--- src/rtl/reg_file_mp_pkg.sv ---
// Shared types and defaults for the multi-port integer register file.
package rf_pkg;

    localparam int XLEN_DEFAULT  = 32;
    localparam int NREGS_DEFAULT = 32;
    localparam int AW_DEFAULT    = $clog2(NREGS_DEFAULT);

    typedef enum logic {
        RF_INIT,
        RF_RUN
    } rf_state_e;

    typedef logic [AW_DEFAULT-1:0] rf_idx_t;

endpackage

--- src/rtl/reg_file_mp_if.sv ---
// Decode/writeback-facing bundle of the register file: write ports, read ports,
// scoreboard set port and init status.
interface reg_file_mp_if
    import rf_pkg::*;
#(
    parameter int XLEN  = XLEN_DEFAULT,
    parameter int NREGS = NREGS_DEFAULT,
    parameter int NRD   = 2,
    parameter int NWR   = 2
);
    localparam int AW = $clog2(NREGS);

    logic [NWR-1:0]           wr_en;
    logic [NWR-1:0][AW-1:0]   wr_addr;
    logic [NWR-1:0][XLEN-1:0] wr_data;
    logic [NRD-1:0][AW-1:0]   rd_addr;
    logic [NRD-1:0][XLEN-1:0] rd_data;
    logic [NRD-1:0]           rd_busy;
    logic                     sb_set_en;
    logic [AW-1:0]            sb_set_addr;
    logic                     init_done;

    modport master (
        output wr_en, wr_addr, wr_data, rd_addr, sb_set_en, sb_set_addr,
        input  rd_data, rd_busy, init_done
    );

    modport slave (
        input  wr_en, wr_addr, wr_data, rd_addr, sb_set_en, sb_set_addr,
        output rd_data, rd_busy, init_done
    );

endinterface

--- src/rtl/reg_file_mp_scoreboard.sv ---
// Busy-bit vector for registers awaiting long-latency results; set beats clear.
module rf_scoreboard #(
    parameter int NREGS = 32
) (
    input  logic             clk,
    input  logic             reset,
    input  logic [NREGS-1:0] set_vec,
    input  logic [NREGS-1:0] clr_vec,
    output logic [NREGS-1:0] busy
);

    logic [NREGS-1:0] busy_d;

    // NOTE: every variable assigned in always_comb gets a default first so no latch is inferred.
    always_comb begin
        busy_d    = (busy & ~clr_vec) | set_vec;
        busy_d[0] = 1'b0;
    end

    // NOTE: sequential state uses non-blocking assignments only.
    always_ff @(posedge clk) begin
        if (!reset) begin
            busy <= '0;
        end else begin
            busy <= busy_d;
        end
    end

endmodule

--- src/rtl/reg_file_mp.sv ---
// NRD-read / NWR-write integer register file with post-reset zeroing sweep and busy scoreboard.
// Optional same-cycle write-to-read forwarding is enabled by defining REGFILE_BYPASS_EN.
module reg_file_mp
    import rf_pkg::*;
#(
    parameter int XLEN  = XLEN_DEFAULT,
    parameter int NREGS = NREGS_DEFAULT,
    parameter int NRD   = 2,
    parameter int NWR   = 2
) (
    input  logic          clk,
    input  logic          reset,
    reg_file_mp_if.slave  bus
);

    localparam int AW = $clog2(NREGS);

    rf_state_e                state;
    logic [AW-1:0]            idx;
    logic                     init_done_q;
    logic                     run;
    logic [XLEN-1:0]          mem [NREGS];
    logic [NREGS-1:0]         set_vec;
    logic [NREGS-1:0]         clr_vec;
    logic [NREGS-1:0]         busy;
    logic [NRD-1:0][XLEN-1:0] rd_data_c;
    logic [NRD-1:0]           rd_busy_c;

    assign run = (state == RF_RUN);

    always_ff @(posedge clk) begin
        if (!reset) begin
            state       <= RF_INIT;
            idx         <= '0;
            init_done_q <= 1'b0;
        end else begin
            case (state)
                RF_INIT: begin
                    if (idx == AW'(NREGS - 1)) begin
                        state       <= RF_RUN;
                        init_done_q <= 1'b1;
                    end else begin
                        idx <= idx + 1'b1;
                    end
                end
                RF_RUN: state <= RF_RUN;
                default: state <= RF_INIT;
            endcase
        end
    end

    // NOTE: the array has no reset branch; the sweep clears it so it can map onto RAM.
    always_ff @(posedge clk) begin
        if (reset) begin
            if (!run) begin
                mem[idx] <= '0;
            end else begin
                // Later ports overwrite earlier ones, giving the highest index priority.
                for (int i = 0; i < NWR; i++) begin
                    if (bus.wr_en[i] && bus.wr_addr[i] != '0) begin
                        mem[bus.wr_addr[i]] <= bus.wr_data[i];
                    end
                end
            end
        end
    end

    always_comb begin
        set_vec = '0;
        clr_vec = '0;
        if (run) begin
            if (bus.sb_set_en) set_vec[bus.sb_set_addr] = 1'b1;
            for (int i = 0; i < NWR; i++) begin
                if (bus.wr_en[i]) clr_vec[bus.wr_addr[i]] = 1'b1;
            end
        end
    end

    rf_scoreboard #(.NREGS(NREGS)) u_scoreboard (
        .clk     (clk),
        .reset   (reset),
        .set_vec (set_vec),
        .clr_vec (clr_vec),
        .busy    (busy)
    );

    always_comb begin
        rd_data_c = '0;
        rd_busy_c = '0;
        for (int j = 0; j < NRD; j++) begin
            if (run && bus.rd_addr[j] != '0) begin
                rd_data_c[j] = mem[bus.rd_addr[j]];
                rd_busy_c[j] = busy[bus.rd_addr[j]];
`ifdef REGFILE_BYPASS_EN
                // A writer landing this cycle supersedes the stored value and retires the busy bit,
                // unless a new long-latency writer is issued to the same register right now.
                for (int i = 0; i < NWR; i++) begin
                    if (bus.wr_en[i] && bus.wr_addr[i] == bus.rd_addr[j]) begin
                        rd_data_c[j] = bus.wr_data[i];
                        rd_busy_c[j] = set_vec[bus.rd_addr[j]];
                    end
                end
`endif
            end
        end
    end

    assign bus.rd_data   = rd_data_c;
    assign bus.rd_busy   = rd_busy_c;
    assign bus.init_done = init_done_q;

endmodule

--- src/flat_wrapper.sv ---
// flat-port wrapper written by rule: the top's interface ports become plain ports
module reg_file_mp_flat import rf_pkg::*;
#(
    parameter int XLEN  = XLEN_DEFAULT,
    parameter int NREGS = NREGS_DEFAULT,
    parameter int NRD   = 2,
    parameter int NWR   = 2
)
  (clk, reset, bus_wr_en, bus_wr_addr, bus_wr_data, bus_rd_addr, bus_sb_set_en, bus_sb_set_addr, bus_rd_data, bus_rd_busy, bus_init_done);
  reg_file_mp_if #(.XLEN(XLEN), .NREGS(NREGS), .NRD(NRD), .NWR(NWR)) bus_i ();
  input  logic clk;
  input  logic reset;
  input wire logic [$bits(bus_i.wr_en)-1:0] bus_wr_en;
  input wire logic [$bits(bus_i.wr_addr)-1:0] bus_wr_addr;
  input wire logic [$bits(bus_i.wr_data)-1:0] bus_wr_data;
  input wire logic [$bits(bus_i.rd_addr)-1:0] bus_rd_addr;
  input wire logic [$bits(bus_i.sb_set_en)-1:0] bus_sb_set_en;
  input wire logic [$bits(bus_i.sb_set_addr)-1:0] bus_sb_set_addr;
  output wire logic [$bits(bus_i.rd_data)-1:0] bus_rd_data;
  output wire logic [$bits(bus_i.rd_busy)-1:0] bus_rd_busy;
  output wire logic [$bits(bus_i.init_done)-1:0] bus_init_done;
  assign bus_i.wr_en = bus_wr_en;
  assign bus_i.wr_addr = bus_wr_addr;
  assign bus_i.wr_data = bus_wr_data;
  assign bus_i.rd_addr = bus_rd_addr;
  assign bus_i.sb_set_en = bus_sb_set_en;
  assign bus_i.sb_set_addr = bus_sb_set_addr;
  assign bus_rd_data = bus_i.rd_data;
  assign bus_rd_busy = bus_i.rd_busy;
  assign bus_init_done = bus_i.init_done;
  reg_file_mp #(.XLEN(XLEN), .NREGS(NREGS), .NRD(NRD), .NWR(NWR)) u_core (.clk(clk), .reset(reset), .bus(bus_i));
endmodule
--- config.mk ---
export PLATFORM = sky130hd
export DESIGN_NAME = reg_file_mp_flat
export DESIGN_NICKNAME = d
export VERILOG_FILES = /design/src/rtl/reg_file_mp_pkg.sv /design/src/rtl/reg_file_mp_if.sv /design/src/rtl/reg_file_mp_scoreboard.sv /design/src/rtl/reg_file_mp.sv /design/src/flat_wrapper.sv
export SDC_FILE = /design/constraint.sdc
export NUM_CORES = 2
export LEC_CHECK = 0
export CAP_MARGIN = 30
export CORE_ASPECT_RATIO = 0.75
export CORE_UTILIZATION = 30
export CTS_BUF_LIST = sky130_fd_sc_hd__clkbuf_8
export CTS_CLUSTER_SIZE = 8
export DETAILED_ROUTE_END_ITERATION = 10
export PLACE_DENSITY = 0.45
export SYNTH_ARGS = -nofsm -noshare
export SYNTH_HDL_FRONTEND = slang
export SYNTH_SLANG_ARGS = --single-unit
--- constraint.sdc ---
create_clock -name clk -period 11 [get_ports clk]
set_input_delay 3.3 -clock clk [delete_from_list [all_inputs] [get_ports clk]]
set_output_delay 3.3 -clock clk [all_outputs]
set_load 0.05 [all_outputs]
# After elaboration in Yosys (flattened, before gate mapping)
# Memories as Yosys holds them, arrays and structs flattened.
# Index checks and enable logic that the tools add are counted.
[totals]
in_bits = 94
word_cells = 72
n_memories = 1
ramBits = 1024
output_inout_bits = 67
register_bits = 39
[memory_table]
columns = ["memory", "depth", "width", "read_ports", "rd_clocked_by_memory_dff", "write_ports", "line", "text"]
rows = [
  ["u_core.mem", 32, 32, 2, 0, 2, "reg_file_mp.sv:22", "logic [XLEN-1:0] mem [NREGS];"],
]
[op_classes]
mux = 36
eq_ne = 1
magnitude_cmp = 8
n_reduce_logical = 14
bitwise = 6
n_addsub = 1
[op_table]
columns = ["op", "n"]
rows = [
  ["two-way mux 32 bit", 9],
  ["bitwise OR 32 bit", 2],
  ["bitwise AND 32 bit", 1],
  ["NOT 32 bit", 1],
  ["OR reduction 32 bit", 1],
  ["less-than comparator 5 x 6 -> 1 bit (second input constant)", 5],
  ["two-way mux 1 bit", 20],
  ["nonzero test 5 bit", 4],
  ["demux 1 bit (select 5 bit)", 3],
  ["greater-or-equal comparator 5 x 1 -> 1 bit (second input constant)", 3],
  ["binary-select mux 1 bit (select 5 bit)", 2],
  ["logical AND 1 bit", 7],
  ["adder 5 x 1 -> 5 bit (second input constant)", 1],
  ["equality test 5 bit (second input constant)", 1],
  ["two-way mux 5 bit", 1],
  ["AND reduction 2 bit", 2],
  ["NOT 1 bit", 2],
  ["one-hot mux 1 bit (2 select lines)", 1],
]

# Depth between registers and ports, before layout
[depth]
ltp_word = 12
depth_mapped = 9
depth_no_buf = 7

# Hierarchy
# From an unflattened synthesis, not the netlist that was laid out.
[hier_totals]
hier_cells = 5726
hier_area_um2 = 63498.4
[modules_own_cells]
columns = ["module", "n_inst", "area_each_um2", "cells_each", "seq_area_each_um2"]
rows = [
  ["reg_file_mp", 1, 62406.1, 5628, 30889.6],
  ["rf_scoreboard", 1, 1092.3, 98, 620.6],
]

# Worst setup path before layout
# OpenSTA, ideal clock, no wires.
[synth_path]
path_type = "input port to output port"
from = "input bus_rd_addr[2]"
to = "output bus_rd_data[10]"
setup_slack_ps = 2383
n_path_buf = 4
stages = 6
arrival_ps = 5317
required_ps = 7700
cell_sequence = "buf_2 buf_2 buf_4 buf_1 mux2i_1 o221ai_1"
[synth_between]
elab_chain_len = 3
elab_cells_between_ends = 4
classes_between = "mux (1); reduce/logical (2); memory (1)"
[synth_lines]
columns = ["item", "line", "text"]
rows = [
  ["from (decl)", "flat_wrapper.sv:16", "input wire logic [$bits(bus_i.rd_addr)-1:0] bus_rd_addr;"],
  ["parallel branches: the longest is 2 deep, another holds memory (32 x 32 bit)", "-", ""],
  ["two-way mux 32 bit (*)", "reg_file_mp.sv:91", "if (run && bus.rd_addr[j] != '0) begin"],
  ["to (decl)", "flat_wrapper.sv:19", "output wire logic [$bits(bus_i.rd_data)-1:0] bus_rd_data;"],
]
# Mark *: on every way between the ends.

# Worst setup path after layout
[layout_path]
from = "input bus_rd_addr[5]"
to = "output bus_rd_data[42]"
# The elaborated chain is that of the path after synthesis.

==> impl_results.md <==
- Worst hold path class: flip-flop to flip-flop
- RSZ-0062 raised after global routing: false
- Max IR drop VDD: 0.000120 V
- Number of flops mapped to enable cells by yosys: 1,024
- Worst setup SP type: input pin
- Via Count: 45,100
- Clk_skew: 0.0344 ns
- Hpwl dp: 153,000 um
- Worst path slowest cell: clkdlybuf4s50_1
- GP Congestion: 0.823
- Worst-path fanout max: 27
- Num CTS Buffers: 178
- Fill count: 19,400
- Routed wire length: 256,000 um
- I/O Buffers: 160
- Area Growth Syn to Fin: 14.9%
- Worst Path Buf+Inv: 3
- Num ports: 161
- Clk_lat worst skew: 0.93 ns
- Setup WS pre-CTS: 0.941 ns
- Syn Std Cell Area: 60,600 sq um
- CTS tree: built
- CP required: 7.70 ns
- Flops & latches, synth: 1,062
- Max Freq: 0.0990 GHz
- Avg Cell Area, Syn: 12.2 sq um
- Post-route minimum period: 10.10 ns
- Relative slew slack: 28.0%
- Distinct cells, synth: 54
- Post_cts resized: 0
- TritonRoute pass-1 iters: 8
- H-tree depth: 4
- Crit-path max cell delay: 0.87 ns
- Mapped Cells: 4,958
- Syn Nets: 5,054
- Gr usage total: 24.9%
- Share of cells above drive strength 1: 20.6%
- Depth of the most critical reg-to-reg path: 7
- Worst Setup Path Type: input pin to primary output
- DIE HEIGHT: 391 um
- Initial Util: 30.3%
- Die area: 204,000 sq um
- Clock Root Buffer: clkbuf_8
- CTS Hold Bufs: 0
- Drt initial violations: 6,621
- Clock buffer depth: 3
- Standard-cell rows: 142
- Layout Nets: 5,030
- Crit path DAT: 6.80 ns
- Pin count of the biggest net entering global routing: 91
- Setup crit end kind: primary output
- Final Util: 34.8%
- Final Cycle Share: 91.8%
- Final Power: 8.34 mW
- Setup TNS: 0 ns
- Crit path cell chain: buf_8 -> buf_4 -> mux4_2 -> mux2i_1 -> o221ai_1 -> clkdlybuf4s50_1
- Reg2Reg Launch Point: u_core.run
- Routed vias/inst: 5.83
- Final hold violation count: 0
- CORE AREA: 200,000 sq um
- Max-slew violations: 0
- Outcome: finished, final reports clean
- DR WL/cell: 33.1 um
- Ys flop type: edfxtp_1
- RR Endpoint: u_core.mem[9][8]
- Clock transition at the registers of the reported paths: 0.06 ns
- PwrDens: 120 nW/um^2
- Top-area cell type share of the netlist area: 50.8%
- Crit path max-delay family: buffers and inverters
- First-pass GRT wire length: 353,000 um
- Crit path launch: bus_rd_addr[5]
- Register area share after synthesis: 52.0%
- Asr flop ratio synth: 0%
- Synth area leader: edfxtp_1
- WP depth: 6
- # Post-CTS Setup Buffers: 0
- Synth area leaders: edfxtp_1 51%, mux4_2 20%, o21ai_0 8.2%, nand2_1 6.6%, mux2i_1 4.3%
- Final setup vio count: 0
- DRC viols: 0
- Final ANT Viol Nets: 0
- Overflow after GRT: 0
- Final worst slack: 0.900 ns
- TritonCTS Sinks: 1,062
- Die Wd: 521 um
- Crit path to: bus_rd_data[42]
- Vias in the first global route: 42,400
- Initial antenna violation count: 13
- Leak: 20.6 nW
- Worst-Margin Slew: 1.08 ns
- R2R Setup Slk: 6.91 ns
- Max_cap viols: 0
- Synth warn: 0
area by class of cell:
type / instances / area, sq um / area share, %
inverter: 34 / 128 / 0.183
clock buffer: 178 / 2450 / 3.52
tap: 2664 / 3330 / 4.79
antenna: 10 / 25.0 / 0.0360
clock inverter: 135 / 608 / 0.874
multi-input combinational: 3270 / 27100 / 38.9
sequential: 1062 / 31500 / 45.3
timing repair buffer: 388 / 4490 / 6.46
state kept, by name (all words and copies together), names as in the netlist:
name                      count
u_core.idx                    5
u_core.u_scoreboard.busy     31
u_core.run                    1
u_core.bus.init_done          1
u_core.mem                 1024
synthesized netlist by cell type (12+ instances only):
library cell / n
buf_2: 139
o21a_1: 23
nand3b_1: 14
nor2b_1: 17
clkbuf_1: 345
inv_1: 34
nand2_1: 1058
mux2i_1: 263
nand3_1: 12
dfxtp_1: 38
edfxtp_1: 1024
a21oi_1: 14
o22ai_1: 55
mux4_2: 526
clkbuf_2: 71
buf_1: 33
a21boi_0: 23
o21ai_0: 990
nor2_1: 67
o22a_1: 65
o221ai_1: 65
metrics by stage:
step                      hold slack [ns]  cell area, sq um  instances
after floorplan                     0.488             60600       4958
after global placement              0.518             65000       7350
after detailed placement            0.527             66300       7409
after CTS                           0.536             69400       7722
after global routing                0.569             69600       7738
final                               0.537             69600       7741
layer usage:
metal | wire, um | share of wire (%) | GRT usage, % | up-vias
li1 | - | - | - | 18900
met2 | 109000 | 42 | 35.7 | 2650
met4 | 6570 | 2.6 | 7.25 | 8
met1 | 113000 | 44 | 36.6 | 23200
met3 | 27700 | 11 | 6.47 | 361
met5 | 39 | 0.015 | 0 | -
kinds of logic (layout without fill, tap and decap cells):
kind of cell	count (synthesis)	after routing	synth area share, %
XOR/XNOR	3	3	0.0434
AND/OR/NAND/NOR	1213	1213	7.92
multiplexers	791	791	23.9
flip-flops	1062	1062	52.0
other	0	10	0
adder cells (fa/ha/maj)	2	2	0.0413
buffers and inverters	626	735	4.36
AO/OA/AOI/OAI	1261	1261	11.7
cells in the final DEF, fill, tap and decap left out, types with 4 or more instances in the layout:
cell	n
nor2_4	28
clkbuf_8	178
clkinvlp_4	5
mux2i_1	263
inv_6	5
or3b_2	7
nor2b_1	17
diode_2	10
mux4_2	526
clkinv_1	52
buf_12	37
o221ai_1	65
clkdlybuf4s50_1	150
clkinv_2	8
o21bai_4	4
inv_1	94
buf_8	12
nor2_1	48
dfxtp_1	37
o22ai_4	27
nand2_1	1058
o21ai_1	6
buf_4	153
o22a_1	65
edfxtp_1	1024
o21ai_0	990
a21oi_1	14
buf_16	33
o22ai_1	32
or3_1	5
a21boi_0	23
nand3_1	10
nand3b_1	14
o21a_1	23
power by group:
| part | switching [mW] | internal [mW] | leakage (nW) | total [mW] |
|---|---|---|---|---|
| sequential | 0.0127 | 4.40 | 8.33 | 4.41 |
| clock | 1.80 | 1.51 | 1.77 | 3.31 |
| combinational | 0.368 | 0.248 | 10.5 | 0.616 |
worst register-to-register path, stage by stage, from the launching register on:
cell	delay, ns
dfxtp_2	0.31
buf_4	0.50
and3_1	0.37
o31ai_1	0.14
a22oi_1	0.20
nand2_1	0.56
o22ai_4	0.96
buf_4	0.67
worst min-delay path by stage:
stage,cells after the start,slack (ns),from,end
detailed placement,2,0.53,u_core.u_scoreboard.busy[20],u_core.u_scoreboard.busy[20]
global placement,2,0.52,u_core.u_scoreboard.busy[31],u_core.u_scoreboard.busy[31]
finish,2,0.54,u_core.u_scoreboard.busy[11],u_core.u_scoreboard.busy[11]
global route,2,0.57,u_core.u_scoreboard.busy[20],u_core.u_scoreboard.busy[20]
CTS,2,0.54,u_core.u_scoreboard.busy[23],u_core.u_scoreboard.busy[23]
floorplan,2,0.49,u_core.u_scoreboard.busy[20],u_core.u_scoreboard.busy[20]
Note: power is estimated with default switching activity, not from simulation.
